$ cat src/rtl/bless_inject_queue_pkg.sv
// -----------------------------------------------------------------------------
// bless_inject_queue_pkg
//
// Shared widths, field positions and defaults for the local-node injection
// queue that feeds port 4 of the bufferless (BLESS) router.
//
//   CONTROL_W      : width of a flit control word
//   DATA_W         : width of a flit payload
//   VALID_F        : bit index of the valid flag inside the control word
//   INJ_DEPTH      : default injection FIFO depth (power of two, >= 2)
//   INJ_PTR_W      : log2(INJ_DEPTH)
//   INJ_STARVE_MAX : default saturation value of the starvation counter
//   STARVE_W       : width of the starvation counter output
// -----------------------------------------------------------------------------
package bless_inject_queue_pkg;

  localparam int CONTROL_W      = 8;
  localparam int DATA_W         = 32;
  localparam int VALID_F        = 0;

  localparam int INJ_DEPTH      = 4;
  localparam int INJ_PTR_W      = 2;
  localparam int INJ_STARVE_MAX = 255;
  localparam int STARVE_W       = 8;

  localparam int FLIT_W         = CONTROL_W + DATA_W;

  // One stored flit: control word in the upper bits, payload below.
  typedef struct packed {
    logic [CONTROL_W-1:0] ctrl;
    logic [DATA_W-1:0]    data;
  } flit_t;

  // Regenerates the valid flag of a control word. The core's own valid bit
  // carries no meaning once the flit is queued, so it is simply overwritten.
  function automatic logic [CONTROL_W-1:0] set_valid(input logic [CONTROL_W-1:0] ctrl);
    logic [CONTROL_W-1:0] res;
    res          = ctrl;
    res[VALID_F] = 1'b1;
    return res;
  endfunction

endpackage

$ cat src/rtl/bless_inject_queue_inj_fifo.sv
// -----------------------------------------------------------------------------
// bless_inject_queue_inj_fifo
//
// Circular FIFO used as the injection buffer storage. Holds whole flits,
// tracks write/read pointers and an explicit occupancy count so that both
// full (count == DEPTH) and empty (count == 0) are unambiguous.
//
// Parameters:
//   DEPTH : number of entries, power of two, >= 2
//   PTR_W : log2(DEPTH)
//   W     : entry width in bits
//
// Ports:
//   clk_i    : clock, all state on the rising edge
//   rst_ni   : asynchronous active-low reset (pointers and count only)
//   push_i   : write wdata_i at the tail (ignored while full)
//   pop_i    : drop the head entry (ignored while empty)
//   wdata_i  : entry to store on push
//   full_o   : count == DEPTH
//   empty_o  : count == 0
//   count_o  : number of stored entries, 0..DEPTH
//   head_o   : oldest stored entry (undefined content while empty)
//
// Push and pop in the same cycle are both honoured; the pop consumes the old
// head and the count is unchanged. There is no write-to-read bypass: a flit
// written into an empty FIFO appears on head_o only after the clock edge.
// -----------------------------------------------------------------------------
module bless_inject_queue_inj_fifo #(
  parameter int DEPTH = 4,
  parameter int PTR_W = 2,
  parameter int W     = 40
) (
  input  logic             clk_i,
  input  logic             rst_ni,
  input  logic             push_i,
  input  logic             pop_i,
  input  logic [W-1:0]     wdata_i,
  output logic             full_o,
  output logic             empty_o,
  output logic [PTR_W:0]   count_o,
  output logic [W-1:0]     head_o
);

  localparam logic [PTR_W:0]   CNT_FULL = (PTR_W+1)'(DEPTH);
  localparam logic [PTR_W:0]   CNT_ONE  = (PTR_W+1)'(1);
  localparam logic [PTR_W-1:0] PTR_ONE  = PTR_W'(1);

  logic [W-1:0]     mem_q [DEPTH];
  logic [PTR_W-1:0] wr_ptr_q, wr_ptr_d;
  logic [PTR_W-1:0] rd_ptr_q, rd_ptr_d;
  logic [PTR_W:0]   count_q,  count_d;

  logic full, empty;
  logic push_ok, pop_ok;

  assign full    = (count_q == CNT_FULL);
  assign empty   = (count_q == '0);

  // Guard against over/underflow here as well, so the storage stays coherent
  // even if a caller ever drives push on full or pop on empty.
  assign push_ok = push_i & ~full;
  assign pop_ok  = pop_i  & ~empty;

  // Pointers wrap naturally because DEPTH is a power of two.
  always_comb begin
    wr_ptr_d = wr_ptr_q;
    rd_ptr_d = rd_ptr_q;
    count_d  = count_q;

    if (push_ok) begin
      wr_ptr_d = wr_ptr_q + PTR_ONE;
    end
    if (pop_ok) begin
      rd_ptr_d = rd_ptr_q + PTR_ONE;
    end

    unique case ({push_ok, pop_ok})
      2'b10:   count_d = count_q + CNT_ONE;
      2'b01:   count_d = count_q - CNT_ONE;
      default: count_d = count_q;
    endcase
  end

  always_ff @(posedge clk_i or negedge rst_ni) begin
    if (!rst_ni) begin
      wr_ptr_q <= '0;
      rd_ptr_q <= '0;
      count_q  <= '0;
    end else begin
      wr_ptr_q <= wr_ptr_d;
      rd_ptr_q <= rd_ptr_d;
      count_q  <= count_d;
    end
  end

  // Storage is not reset: clearing the count is enough to discard every
  // stored flit, and the head is masked by the caller whenever empty.
  always_ff @(posedge clk_i) begin
    if (push_ok) begin
      mem_q[wr_ptr_q] <= wdata_i;
    end
  end

  assign full_o  = full;
  assign empty_o = empty;
  assign count_o = count_q;
  assign head_o  = mem_q[rd_ptr_q];

endmodule

$ cat src/rtl/bless_inject_queue.sv
// -----------------------------------------------------------------------------
// bless_inject_queue
//
// Local-node injection buffer placed directly upstream of the BLESS router's
// local port (port 4). Flits from the core are queued in a small FIFO; the
// head flit is presented on the router's port-4 inputs only in cycles where
// the router grants injection (port4_ready). The router latches port 4 every
// cycle, so in any non-granted cycle the port-4 outputs are all zero and the
// head simply waits for a later grant.
//
// Optional feature macro: BLESS_INJ_STARVE_EN
//   defined   : starvation counter counts consecutive cycles in which a flit
//               waits but is denied; saturates at STARVE_MAX, raises starved.
//   undefined : starve_cnt and starved are constant 0, no counter registers.
//
// Parameters:
//   DEPTH      : FIFO entries (power of two, >= 2)
//   PTR_W      : log2(DEPTH)
//   STARVE_MAX : starvation counter saturation value (macro builds only)
//
// Ports:
//   clk         : clock
//   rst         : asynchronous active-low reset
//   core_ci     : flit control word from the core (valid bit ignored)
//   core_di     : flit payload from the core
//   core_valid  : core offers a flit
//   core_ready  : queue can accept a flit (not full, not in reset)
//   port4_ready : router grants local injection this cycle (combinational)
//   port4_ci    : control word to router port 4 (valid only on injection)
//   port4_di    : payload to router port 4 (zero unless injecting)
//   inj_fire    : head flit consumed this cycle
//   occupancy   : number of stored flits
//   starve_cnt  : consecutive denied cycles with a flit waiting
//   starved     : starve_cnt has saturated
//
// Handshakes:
//   core side : a flit is transferred on a rising edge where core_valid and
//               core_ready are both high. core_ready depends only on the
//               stored count (and reset), never on port4_ready, so a pop in
//               a full cycle does not open a push in that same cycle.
//   port 4    : injection happens in any cycle where port4_ready is high and
//               the queue is non-empty; inj_fire reports it and port4_ci
//               carries the valid flag only then. port4_ready -> port4_* /
//               inj_fire is combinational; core_* never reaches port4_*
//               combinationally.
// -----------------------------------------------------------------------------
module bless_inject_queue
  import bless_inject_queue_pkg::*;
#(
  parameter int DEPTH      = INJ_DEPTH,
  parameter int PTR_W      = INJ_PTR_W
`ifdef BLESS_INJ_STARVE_EN
  ,
  parameter int STARVE_MAX = INJ_STARVE_MAX
`endif
) (
  input  logic                 clk,
  input  logic                 rst,
  input  logic [CONTROL_W-1:0] core_ci,
  input  logic [DATA_W-1:0]    core_di,
  input  logic                 core_valid,
  output logic                 core_ready,
  input  logic                 port4_ready,
  output logic [CONTROL_W-1:0] port4_ci,
  output logic [DATA_W-1:0]    port4_di,
  output logic                 inj_fire,
  output logic [PTR_W:0]       occupancy,
  output logic [STARVE_W-1:0]  starve_cnt,
  output logic                 starved
);

  logic           full;
  logic           empty;
  logic           push;
  logic           pop;
  logic [PTR_W:0] count;
  flit_t          wr_flit;
  flit_t          head;

  // Reset is folded into the handshakes so that nothing is accepted or
  // presented while rst is low, independent of the clock.
  assign core_ready = rst & ~full;
  assign push       = core_valid & core_ready;
  assign pop        = port4_ready & ~empty & rst;

  assign wr_flit.ctrl = core_ci;
  assign wr_flit.data = core_di;

  bless_inject_queue_inj_fifo #(
    .DEPTH (DEPTH),
    .PTR_W (PTR_W),
    .W     (FLIT_W)
  ) u_inj_fifo (
    .clk_i   (clk),
    .rst_ni  (rst),
    .push_i  (push),
    .pop_i   (pop),
    .wdata_i (wr_flit),
    .full_o  (full),
    .empty_o (empty),
    .count_o (count),
    .head_o  (head)
  );

  // Valid masking: the head only ever appears on port 4 in the cycle it is
  // consumed. Every other cycle drives a zero flit, which the router treats
  // as an empty slot.
  always_comb begin
    port4_ci = '0;
    port4_di = '0;
    if (pop) begin
      port4_ci = set_valid(head.ctrl);
      port4_di = head.data;
    end
  end

  assign inj_fire  = pop;
  assign occupancy = count;

`ifdef BLESS_INJ_STARVE_EN
  localparam logic [STARVE_W-1:0] STARVE_SAT = STARVE_W'(STARVE_MAX);

  logic [STARVE_W-1:0] starve_q, starve_d;

  // Counts cycles where a flit waits but the router refuses it. Any
  // injection or an empty queue restarts the count; it sticks at the
  // saturation value so starved stays asserted until relief arrives.
  always_comb begin
    starve_d = starve_q;
    if (empty || pop) begin
      starve_d = '0;
    end else if (!port4_ready && (starve_q != STARVE_SAT)) begin
      starve_d = starve_q + STARVE_W'(1);
    end
  end

  always_ff @(posedge clk or negedge rst) begin
    if (!rst) begin
      starve_q <= '0;
    end else begin
      starve_q <= starve_d;
    end
  end

  assign starve_cnt = starve_q;
  assign starved    = (starve_q == STARVE_SAT);
`else
  assign starve_cnt = '0;
  assign starved    = 1'b0;
`endif

endmodule

$ cat config.mk
export PLATFORM = sky130hd
export DESIGN_NAME = bless_inject_queue
export DESIGN_NICKNAME = d
export VERILOG_FILES = /design/src/rtl/bless_inject_queue_pkg.sv /design/src/rtl/bless_inject_queue_inj_fifo.sv /design/src/rtl/bless_inject_queue.sv
export SDC_FILE = /design/constraint.sdc
export NUM_CORES = 1
export LEC_CHECK = 0
export ABC_AREA = 1
export CAP_MARGIN = 20
export CORE_ASPECT_RATIO = 0.5
export CORE_MARGIN = 5
export CORE_UTILIZATION = 36
export CTS_BUF_LIST = sky130_fd_sc_hd__clkbuf_4 sky130_fd_sc_hd__clkbuf_8
export DETAILED_ROUTE_END_ITERATION = 16
export GPL_ROUTABILITY_DRIVEN = 0
export GPL_TIMING_DRIVEN = 0
export HOLD_SLACK_MARGIN = 0.08
export PLACE_DENSITY = 0.62
export SETUP_SLACK_MARGIN = 0.4
export SYNTH_ARGS = -nofsm -noshare
export SYNTH_HDL_FRONTEND = slang
export SYNTH_SLANG_ARGS = --single-unit
$ cat constraint.sdc
create_clock -name clk -period 2.7 [get_ports clk]
set_input_delay 0.405 -clock clk [delete_from_list [all_inputs] [get_ports clk]]
set_output_delay 0.405 -clock clk [all_outputs]
set_load 0.05 [all_outputs]
==> flow_metrics.tcl, run 1 <==
set metrics [dict create \
    die_area_um2 22900 \
    maxSlewViolCount 0 \
    die_w_um 209 \
    vias_per_cell 4.32 \
    io_buffer_count 87 \
    path_clk_slew_ns 0.08 \
    setup_viol_count_final 0 \
    seq_area_frac_synth_pct 68.0 \
    avgSynthCellArea_um2 10.4 \
    clock_skew_ns 0.00975 \
    grt_pass1_wl_um 24500 \
    period_share_pct 82.4 \
    p_clk_share_pct 22.9 \
    synth_area_leader_cell "edfxtp_1" \
    hold_ws_ns 0.469 \
    place_hpwl_um 10300 \
    row_count 36 \
    io_pins 98 \
    grt_max_degree 23 \
    drt_iter0_drc 252 \
    grt_pass1_vias 4545 \
    p_switching_mw 3.29 \
    synth_warnings 0 \
    synthCells 687 \
    ant_nets 0 \
    cts_root_buf "clkbuf_8" \
    cts.path.max_buffers 2 \
    worstSetupStartpointType "flop" \
    hold_viol 0 \
    clock_sinks 163 \
    status "finished, final reports clean" \
    antenna_found_initial 1 \
    end_kind "output pin" \
    p_int_mw 5.32 \
    instances_no_fill 1093 \
    p_leak_nw 4.05 \
    drc 0 \
    cts_made_buffers 17 \
    grt_setup_unrepaired "yes" \
    p_per_area_nw_per_um2 932 \
    synth_area_um2 7150 \
    drive_gt1_share_pct 20.7 \
    cpLargestDelayFamily "buffers and inverters" \
    wl_per_cell_um 15.0 \
    gr-total-overflow 0 \
    core-area_um2 19500 \
    fp.dieH_um 110 \
    combPwrFrac_pct 40.5 \
    maxSlewHeadroom_pct 50.2 \
    switching_share_pct 38.2 \
    ys_top_cells_by_area "edfxtp_1 66%, inv_1 9.0%, nand2_1 9.0%" \
    num_antenna_cells 0 \
    drtPass1Iterations 5 \
    crit_buf_inv 4 \
    crit_chain "buf_2 > inv_2 > clkbuf_4 > nand3_1 > a21oi_2 > buf_6" \
    seq_power_share_pct 36.7 \
    routed_wl_um 16400 \
    ys_types 19 \
    initial_utilization_pct 36.6 \
    ys_ff_latch 163 \
    worstPathArrival_ns 1.82 \
    cts_tree "built" \
    max_stage_delay_ns 0.36 \
    vias 4718 \
    grt_usage_pct 14.2 \
    synth.top_cell.area_share_pct 65.6 \
    ir_worst_vdd_v 0.000428 \
    clock_latency_ns 0.44 \
    critPathMaxFanout 10 \
    layout_common_cells "171 x inv_1, 170 x nand2_1, 156 x edfxtp_1" \
    nNetsFinal 864 \
    clock.fmax_mhz 450 \
    min_period_ns 2.22 \
    worstMarginPinSlew_ns 0.747 \
    areaGrowthSynthToFinish_pct 29.2 \
    worstHoldPathType "in -> reg" \
    worstPathRequired_ns 2.30 \
    placed_cells 1052 \
    drv_cap 0 \
    htree_levels 4 \
    final_common_cell "inv_1" \
    worst-setup-path-type "reg -> out" \
    cp_slowest_cell "dfrtp_1" \
]
cells by family (layout without fill, tap and decap cells):
group	after synthesis	count (layout)	share of synthesized area [%]
compound gates	41	41	2.87
xor+xnor	2	2	0.245
fa+ha+maj	6	6	1.16
buf+inv	213	343	12.4
flops	163	163	68.0
other cells	1	9	0.0525
simple gates	261	263	15.3
synthesized netlist by cell type:
| cell | count |
|---|---|
| nand4_1 | 3 |
| nand2_1 | 171 |
| buf_2 | 14 |
| nor2_1 | 4 |
| a21oi_1 | 39 |
| xnor2_1 | 2 |
| inv_1 | 171 |
| and2_1 | 1 |
| nand3_1 | 82 |
| conb_1 | 1 |
| buf_4 | 12 |
| ha_1 | 5 |
| dfrtp_1 | 7 |
| buf_6 | 3 |
| fa_1 | 1 |
| edfxtp_1 | 156 |
| o21ai_0 | 2 |
| clkbuf_1 | 11 |
| inv_2 | 2 |
per-stage QoR:
step | util (%) | setup TNS (ns) | setup slack [ns] | area, um^2 | power [mW]
6_report | 47.3 | 0 | 0.476 | 9230 | 8.61
5_1_grt | 47.3 | 0 | 0.386 | 9230 | 9.08
4_1_cts | 46.4 | 0 | 0.293 | 9050 | 8.44
3_5_place_dp | 44.3 | -54.22 | -0.567 | 8640 | 6.49
3_3_place_gp | 43.8 | -214.10 | -1.31 | 8540 | 6.39
2_1_floorplan | - | 0 | 0.0179 | 7330 | 5.43
power by group through the flow:
stage	sequential, mW	clock (mW)	combinational (mW)
after floorplan	3.28	0	2.15
after global placement	3.22	0	3.17
after detailed placement	3.21	0	3.28
after CTS	3.15	2.00	3.29
after global routing	3.18	2.12	3.78
final	3.15	1.97	3.48
final cells by class:
class	instances	area, um^2
fillers	1731	10300
flip-flops and latches	163	4860
multi-input cells	321	1640
repair buffers	98	991
inverters	173	652
well taps	266	333
plain buffers	40	314
clock buffers	17	234
clock inverters	15	211
final timing paths:
check                           depth (start not counted)  slack (ns)                                  to                               start
min in group asynchronous                               2        0.62   u_inj_fifo.count_o[0]$_DFFE_PN0P_                                 rst
max in group asynchronous                               2        1.83  u_inj_fifo.rd_ptr_q[1]$_DFFE_PN0P_                                 rst
worst min register to register                          1        0.51   u_inj_fifo.count_o[0]$_DFFE_PN0P_   u_inj_fifo.count_o[0]$_DFFE_PN0P_
worst max-delay path                                    6        0.48                        port4_di[17]  u_inj_fifo.rd_ptr_q[1]$_DFFE_PN0P_
worst max register to register                         10        0.59   u_inj_fifo.count_o[2]$_DFFE_PN0P_   u_inj_fifo.count_o[0]$_DFFE_PN0P_
worst min-delay path                                    3        0.47  u_inj_fifo.wr_ptr_q[1]$_DFFE_PN0P_                                 rst
flip-flops by register name (all words and copies together), names as in the netlist:
name                 cells
u_inj_fifo.wr_ptr_q      2
u_inj_fifo.count_o       3
u_inj_fifo.mem_q       156
u_inj_fifo.rd_ptr_q      2
per-layer routing:
metal | track usage, % | share of wire, % | up-vias
met3 | 3.28 | 5.3 | 10
met5 | 0 | 0.079 | -
met2 | 25.1 | 50 | 99
li1 | - | - | 2409
met4 | 4.09 | 0.79 | 2
met1 | 17.7 | 43 | 2198
repair_timing:
item,4_1_cts,5_1_grt
setup buffers,2,2
hold buffers,1,0
endpoints found under the hold margin,7,0
endpoints found under the setup margin,166,119
pin swaps,2,5
cloned,0,4
resized for setup,243,52
worst min-delay path, stage by stage:
cell             delay, ns
clkdlybuf4s15_1       0.26
nand4_1               0.14
nand2_1               0.06
No activity file was read; power rests on OpenSTA's default activity.
==> inputs of run 2 (changes only) <==
==> constraint.sdc (replaced) <==
create_clock -name clk -period 1.9 [get_ports clk]
set_input_delay 0.285 -clock clk [delete_from_list [all_inputs] [get_ports clk]]
set_output_delay 0.285 -clock clk [all_outputs]
set_load 0.05 [all_outputs]
==> run 2 against run 1 <==
Net effect: the flow now finishes with violations (setup timing); count of clock-buffer cells in the layout unchanged; die area is the same; critical endpoint is now port4_di[27]; critical path depth is 2 higher; wire length rose by 22%; combinational power rose by 110%; setup slack worse by 0.69 ns; highest routed layer is now met4; largest power group unchanged; sequential power rose by 43%.
==> flow_metrics.tcl, run 2 (same netlist as run 1, synthesis figures left out) <==
set metrics [dict create \
    wl_per_cell_um 17.4 \
    end_kind "output pin" \
    antenna_found_initial 0 \
    seqCellArea_um2 4860 \
    drtPass1Iterations 5 \
    max_stage_delay_ns 0.39 \
    largest_register_ffs 156 \
    worst-path-stages 8 \
    clock_latency_ns 0.45 \
    endpoint "port4_di[27]" \
    io_buffer_count 87 \
    instances_no_fill 1153 \
    multi_input_area_um2 2280 \
    core-area_um2 19500 \
    worstHoldPathType "in -> reg" \
    die_w_um 209 \
    violations "setup timing" \
    r2r_cells 12 \
    fin_util_pct 56.6 \
    worst_slack_ns -0.211 \
    regToRegStartpoint "u_inj_fifo.count_o[0]$_DFFE_PN0P_" \
    crit_buf_inv 6 \
    gr-total-overflow 0 \
    clock_skew_ns 0.00839 \
    clock.fmax_mhz 474 \
    crit_chain "buf_6 > inv_4 > buf_8 > buf_12 > buf_12 > nand3_4 > a21oi_4 > buf_6" \
    clock_sinks 163 \
    fp.dieH_um 110 \
    final.setup.tns_ns -5.66 \
    vias_per_cell 4.56 \
    worstSetupStartpointType "flop" \
    status "finished with violations" \
    critPathMaxFanout 5 \
    worst-setup-path-type "reg -> out" \
    cts.path.max_buffers 2 \
    ir_worst_vdd_v 0.00106 \
    layout_common_cells "165 x inv_1, 156 x edfxtp_1, 152 x nand2_1" \
    grt_usage_pct 16.0 \
    htree_levels 4 \
    io_pins 98 \
    nNetsFinal 925 \
    routed_wl_um 20100 \
    crit_start "u_inj_fifo.rd_ptr_q[1]$_DFFE_PN0P_" \
    p_per_area_nw_per_um2 1300 \
    ant_nets 0 \
    areaGrowthSynthToFinish_pct 54.6 \
    worstPathArrival_ns 1.83 \
    num_antenna_cells 0 \
    timing.rr.end "u_inj_fifo.count_o[2]$_DFFE_PN0P_" \
    place_hpwl_um 10600 \
    drive_gt1_share_pct 35.4 \
    drc 0 \
    initial_utilization_pct 36.6 \
    cpLargestDelayFamily "buffers and inverters" \
    row_count 36 \
    grt_max_degree 26 \
    num-fill-cells 1501 \
    setup_viol_count_final 40 \
    die_area_um2 22900 \
    placed_cells 1052 \
    placed_area_um2 8950 \
    dpl_worst_slack_ns -1.20 \
    maxSlewViolCount 0 \
    grt_pass1_vias 4990 \
    final_common_cell "inv_1" \
    cts_made_buffers 17 \
    cp_slowest_cell "dfrtp_1" \
    min_period_ns 2.11 \
    cts_tree "built" \
    grt_pass1_wl_um 27600 \
    grt_setup_unrepaired "yes" \
    period_share_pct 111 \
    drt_iter0_drc 459 \
    reg2reg_slack_ns 0.06 \
    regMostFlops "u_inj_fifo.mem_q" \
    holdPathStages 3 \
    cts_root_buf "clkbuf_8" \
    path_clk_slew_ns 0.09 \
    drv_cap 0 \
    worstPathRequired_ns 1.62 \
    hold_viol 0 \
    final_area_um2 11000 \
    p_leak_nw 4.69 \
    power_mw 14.4 \
    hold_ws_ns 0.269 \
    vias 5261 \
]
[run 2: report_power, final]
| part | switching (mW) | internal [mW] | leakage (nW) | total (mW) |
|---|---|---|---|---|
| clock network | 1.32 | 1.18 | 0.196 | 2.50 |
| logic | 4.36 | 3.02 | 3.00 | 7.38 |
| registers | 0.137 | 4.37 | 1.50 | 4.51 |
[run 2: layer usage]
| layer | routed length, um | global-route usage [%] |
|---|---|---|
| met1 | 9040 | 21.1 |
| met2 | 9810 | 27.6 |
| met3 | 1080 | 3.56 |
| met4 | 133 | 3.68 |
| met5 | 0 | 0 |
[run 2: how the worst min path moves through the flow]
stage                                              end                              start
global placement     u_inj_fifo.count_o[0]$_DFFE_PN0P_  u_inj_fifo.count_o[0]$_DFFE_PN0P_
detailed placement   u_inj_fifo.count_o[0]$_DFFE_PN0P_  u_inj_fifo.count_o[0]$_DFFE_PN0P_
floorplan            u_inj_fifo.count_o[0]$_DFFE_PN0P_                                rst
finish              u_inj_fifo.wr_ptr_q[0]$_DFFE_PN0P_                                rst
CTS                 u_inj_fifo.wr_ptr_q[0]$_DFFE_PN0P_                                rst
global route        u_inj_fifo.wr_ptr_q[1]$_DFFE_PN0P_                                rst
[run 2: worst min-delay path, delay by kind of cell]
family | cells | cell delay, ns
buf+inv | 1 | 0.24
simple gates | 2 | 0.16
[run 2: final cells by class]
type | instances | area share (%)
flip-flops and latches | 163 | 44.0
multi-input cells | 321 | 20.6
repair buffers | 159 | 19.0
inverters | 173 | 6.09
plain buffers | 40 | 3.73
well taps | 266 | 3.01
clock buffers | 17 | 2.12
clock inverters | 14 | 1.43
[run 2: repair_timing]
item | in CTS | in global routing
endpoints found under the hold margin | 7 | 0
hold buffers | 1 | 0
cloned | 8 | 14
setup buffers | 36 | 11
pin swaps | 34 | 24
gates resized for setup | 431 | 76
setup endpoints to repair | 204 | 201
==> inputs of run 3 (changes only) <==
--- a/config.mk
+++ b/config.mk
@@ -6,7 +6,6 @@
 export NUM_CORES = 1
 export LEC_CHECK = 0
 export ABC_AREA = 1
-export CAP_MARGIN = 20
 export CORE_ASPECT_RATIO = 0.5
 export CORE_MARGIN = 5
 export CORE_UTILIZATION = 36
==> run 3 against run 2 <==
Net effect: the flow still finishes with violations (setup timing); hold slack worse by 0.10 ns; combinational power up 8.4%; critical path depth unchanged; non-clock buffer count is 3 lower; total power rose by 3.7%; die area unchanged; setup slack worse by 0.040 ns; core utilization increased by 0.88 points; first-iteration DRC count down 8.3%; fmax shrank 1.9%; largest cell class unchanged.
==> flow_metrics.tcl, run 3 (same netlist as run 1, synthesis figures left out) <==
set metrics [dict create \
    grt_pass1_vias 5277 \
    clock_latency_ns 0.46 \
    largest_register_ffs 156 \
    seq_power_share_pct 30.3 \
    worstPathRequired_ns 1.62 \
    clock_sinks 163 \
    p_switching_mw 6.13 \
    grt_usage_pct 17.9 \
    ant_nets 0 \
    routed_wl_um 21000 \
    path_clk_slew_ns 0.09 \
    violations "setup timing" \
    core-area_um2 19500 \
    period_share_pct 113 \
    wl_per_cell_um 18.1 \
    cts_root_buf "clkbuf_8" \
    regMostFlops "u_inj_fifo.mem_q" \
    areaGrowthSynthToFinish_pct 57.0 \
    ir_worst_vdd_v 0.000978 \
    setup_viol_count_final 52 \
    worst_slack_ns -0.251 \
    io_buffer_count 87 \
    layout_common_cells "164 x inv_1, 156 x edfxtp_1, 148 x nand2_1" \
    cts_tree "built" \
    row_count 36 \
    fin_util_pct 57.5 \
    num-fill-cells 1496 \
    worstHoldPathType "in -> reg" \
    antenna_found_initial 0 \
    status "finished with violations" \
    die_w_um 209 \
    placed_cells 1049 \
    drv_cap 0 \
    p_leak_nw 4.76 \
    maxSlewViolCount 0 \
    hold_viol 0 \
    cts.path.max_buffers 2 \
    gr-total-overflow 0 \
    drt_iter0_drc 421 \
    cts_made_buffers 17 \
    clock.fmax_mhz 465 \
    die_area_um2 22900 \
    p_clk_share_pct 16.1 \
    grt_pass1_wl_um 30400 \
    drtPass1Iterations 5 \
    vias 5314 \
    worstSetupStartpointType "flop" \
    min_period_ns 2.15 \
    grt_setup_unrepaired "yes" \
    num_antenna_cells 0 \
    dpl_worst_slack_ns -1.21 \
    worst-setup-path-type "reg -> out" \
    htree_levels 4 \
    io_pins 98 \
    clock_skew_ns 0.0112 \
    end_kind "output pin" \
    grt_max_degree 17 \
    drc 0 \
    instances_no_fill 1157 \
    critPathMaxFanout 6 \
    drive_gt1_share_pct 37.4 \
    final_common_cell "inv_1" \
    fp.dieH_um 110 \
    place_hpwl_um 10200 \
    initial_utilization_pct 36.6 \
    p_int_mw 8.79 \
    switching_share_pct 41.1 \
    nNetsFinal 928 \
    vias_per_cell 4.59 \
    worstPathArrival_ns 1.87 \
    combPwrFrac_pct 53.6 \
    p_per_area_nw_per_um2 1330 \
]
==> run 3: power by group through the flow <==
stage	registers, mW	logic [mW]	clock network [mW]
finish	4.52	8.00	2.40
floorplan	4.68	3.50	0
global placement	4.59	4.96	0
CTS	4.51	7.15	2.41
detailed placement	4.60	5.06	0
global route	4.55	8.44	2.59
==> run 3: worst max-delay path: stages, from the launching register on <==
cell and delay, ns:
dfrtp_1 0.40, buf_6 0.15, inv_8 0.07, buf_8 0.12
buf_12 0.11, buf_16 0.12, nand3_2 0.08, a21oi_2 0.17
buf_6 0.18
==> run 3: metrics by stage <==
stage / hold WS (ns) / setup TNS, ns / instance area (um^2) / total power, mW
after floorplan: -0.0106 / -0.398 / 7650 / 8.18
after global placement: 0.503 / -216.01 / 8860 / 9.55
after detailed placement: 0.516 / -207.85 / 8880 / 9.66
after CTS: 0.140 / -6.96 / 10800 / 14.1
after global routing: 0.153 / -11.75 / 11200 / 15.6
final: 0.166 / -7.98 / 11200 / 14.9
==> run 3: final timing paths <==
kind                                                      endpoint  slack, ns                                from  cells past startpoint
worst max register to register    u_inj_fifo.mem_q[0][4]$_DFFE_PP_      -0.05   u_inj_fifo.count_o[0]$_DFFE_PN0P_                     11
worst min register to register  u_inj_fifo.wr_ptr_q[0]$_DFFE_PN0P_       0.54  u_inj_fifo.wr_ptr_q[0]$_DFFE_PN0P_                      2
worst max-delay path                                  port4_di[30]      -0.25  u_inj_fifo.rd_ptr_q[1]$_DFFE_PN0P_                      8
min in group asynchronous       u_inj_fifo.rd_ptr_q[1]$_DFFE_PN0P_       0.41                                 rst                      2
max in group asynchronous        u_inj_fifo.count_o[0]$_DFFE_PN0P_       1.14                                 rst                      2
worst min-delay path            u_inj_fifo.wr_ptr_q[1]$_DFFE_PN0P_       0.17                                 rst                      3
==> run 3: layer usage <==
layer / GRT usage [%] / routed length (um) / vias up / share of wire [%]
li1: - / - / 2554 / -
met1: 23.6 / 9050 / 2577 / 43
met2: 30.5 / 10300 / 153 / 49
met3: 3.39 / 1240 / 30 / 5.9
met4: 5.49 / 387 / 0 / 1.8
met5: 0 / 0 / - / 0
==> run 3: final cells by class <==
class / count / area [um^2] / area share [%]
clock inverter: 14 / 131 / 1.17
timing repair buffer: 156 / 2080 / 18.5
inverter: 173 / 692 / 6.17
sequential: 163 / 4860 / 43.3
tap: 266 / 333 / 2.97
buffer: 40 / 429 / 3.83
multi-input combinational: 327 / 2450 / 21.9
clock buffer: 18 / 241 / 2.15
==> run 3: what timing repair did <==
item	in CTS	in global routing
endpoints found under the setup margin	204	204
setup buffers	44	10
pin swaps	37	31
endpoints found under the hold margin	7	0
hold buffers	1	0
resized for setup	462	63
cloned	17	4
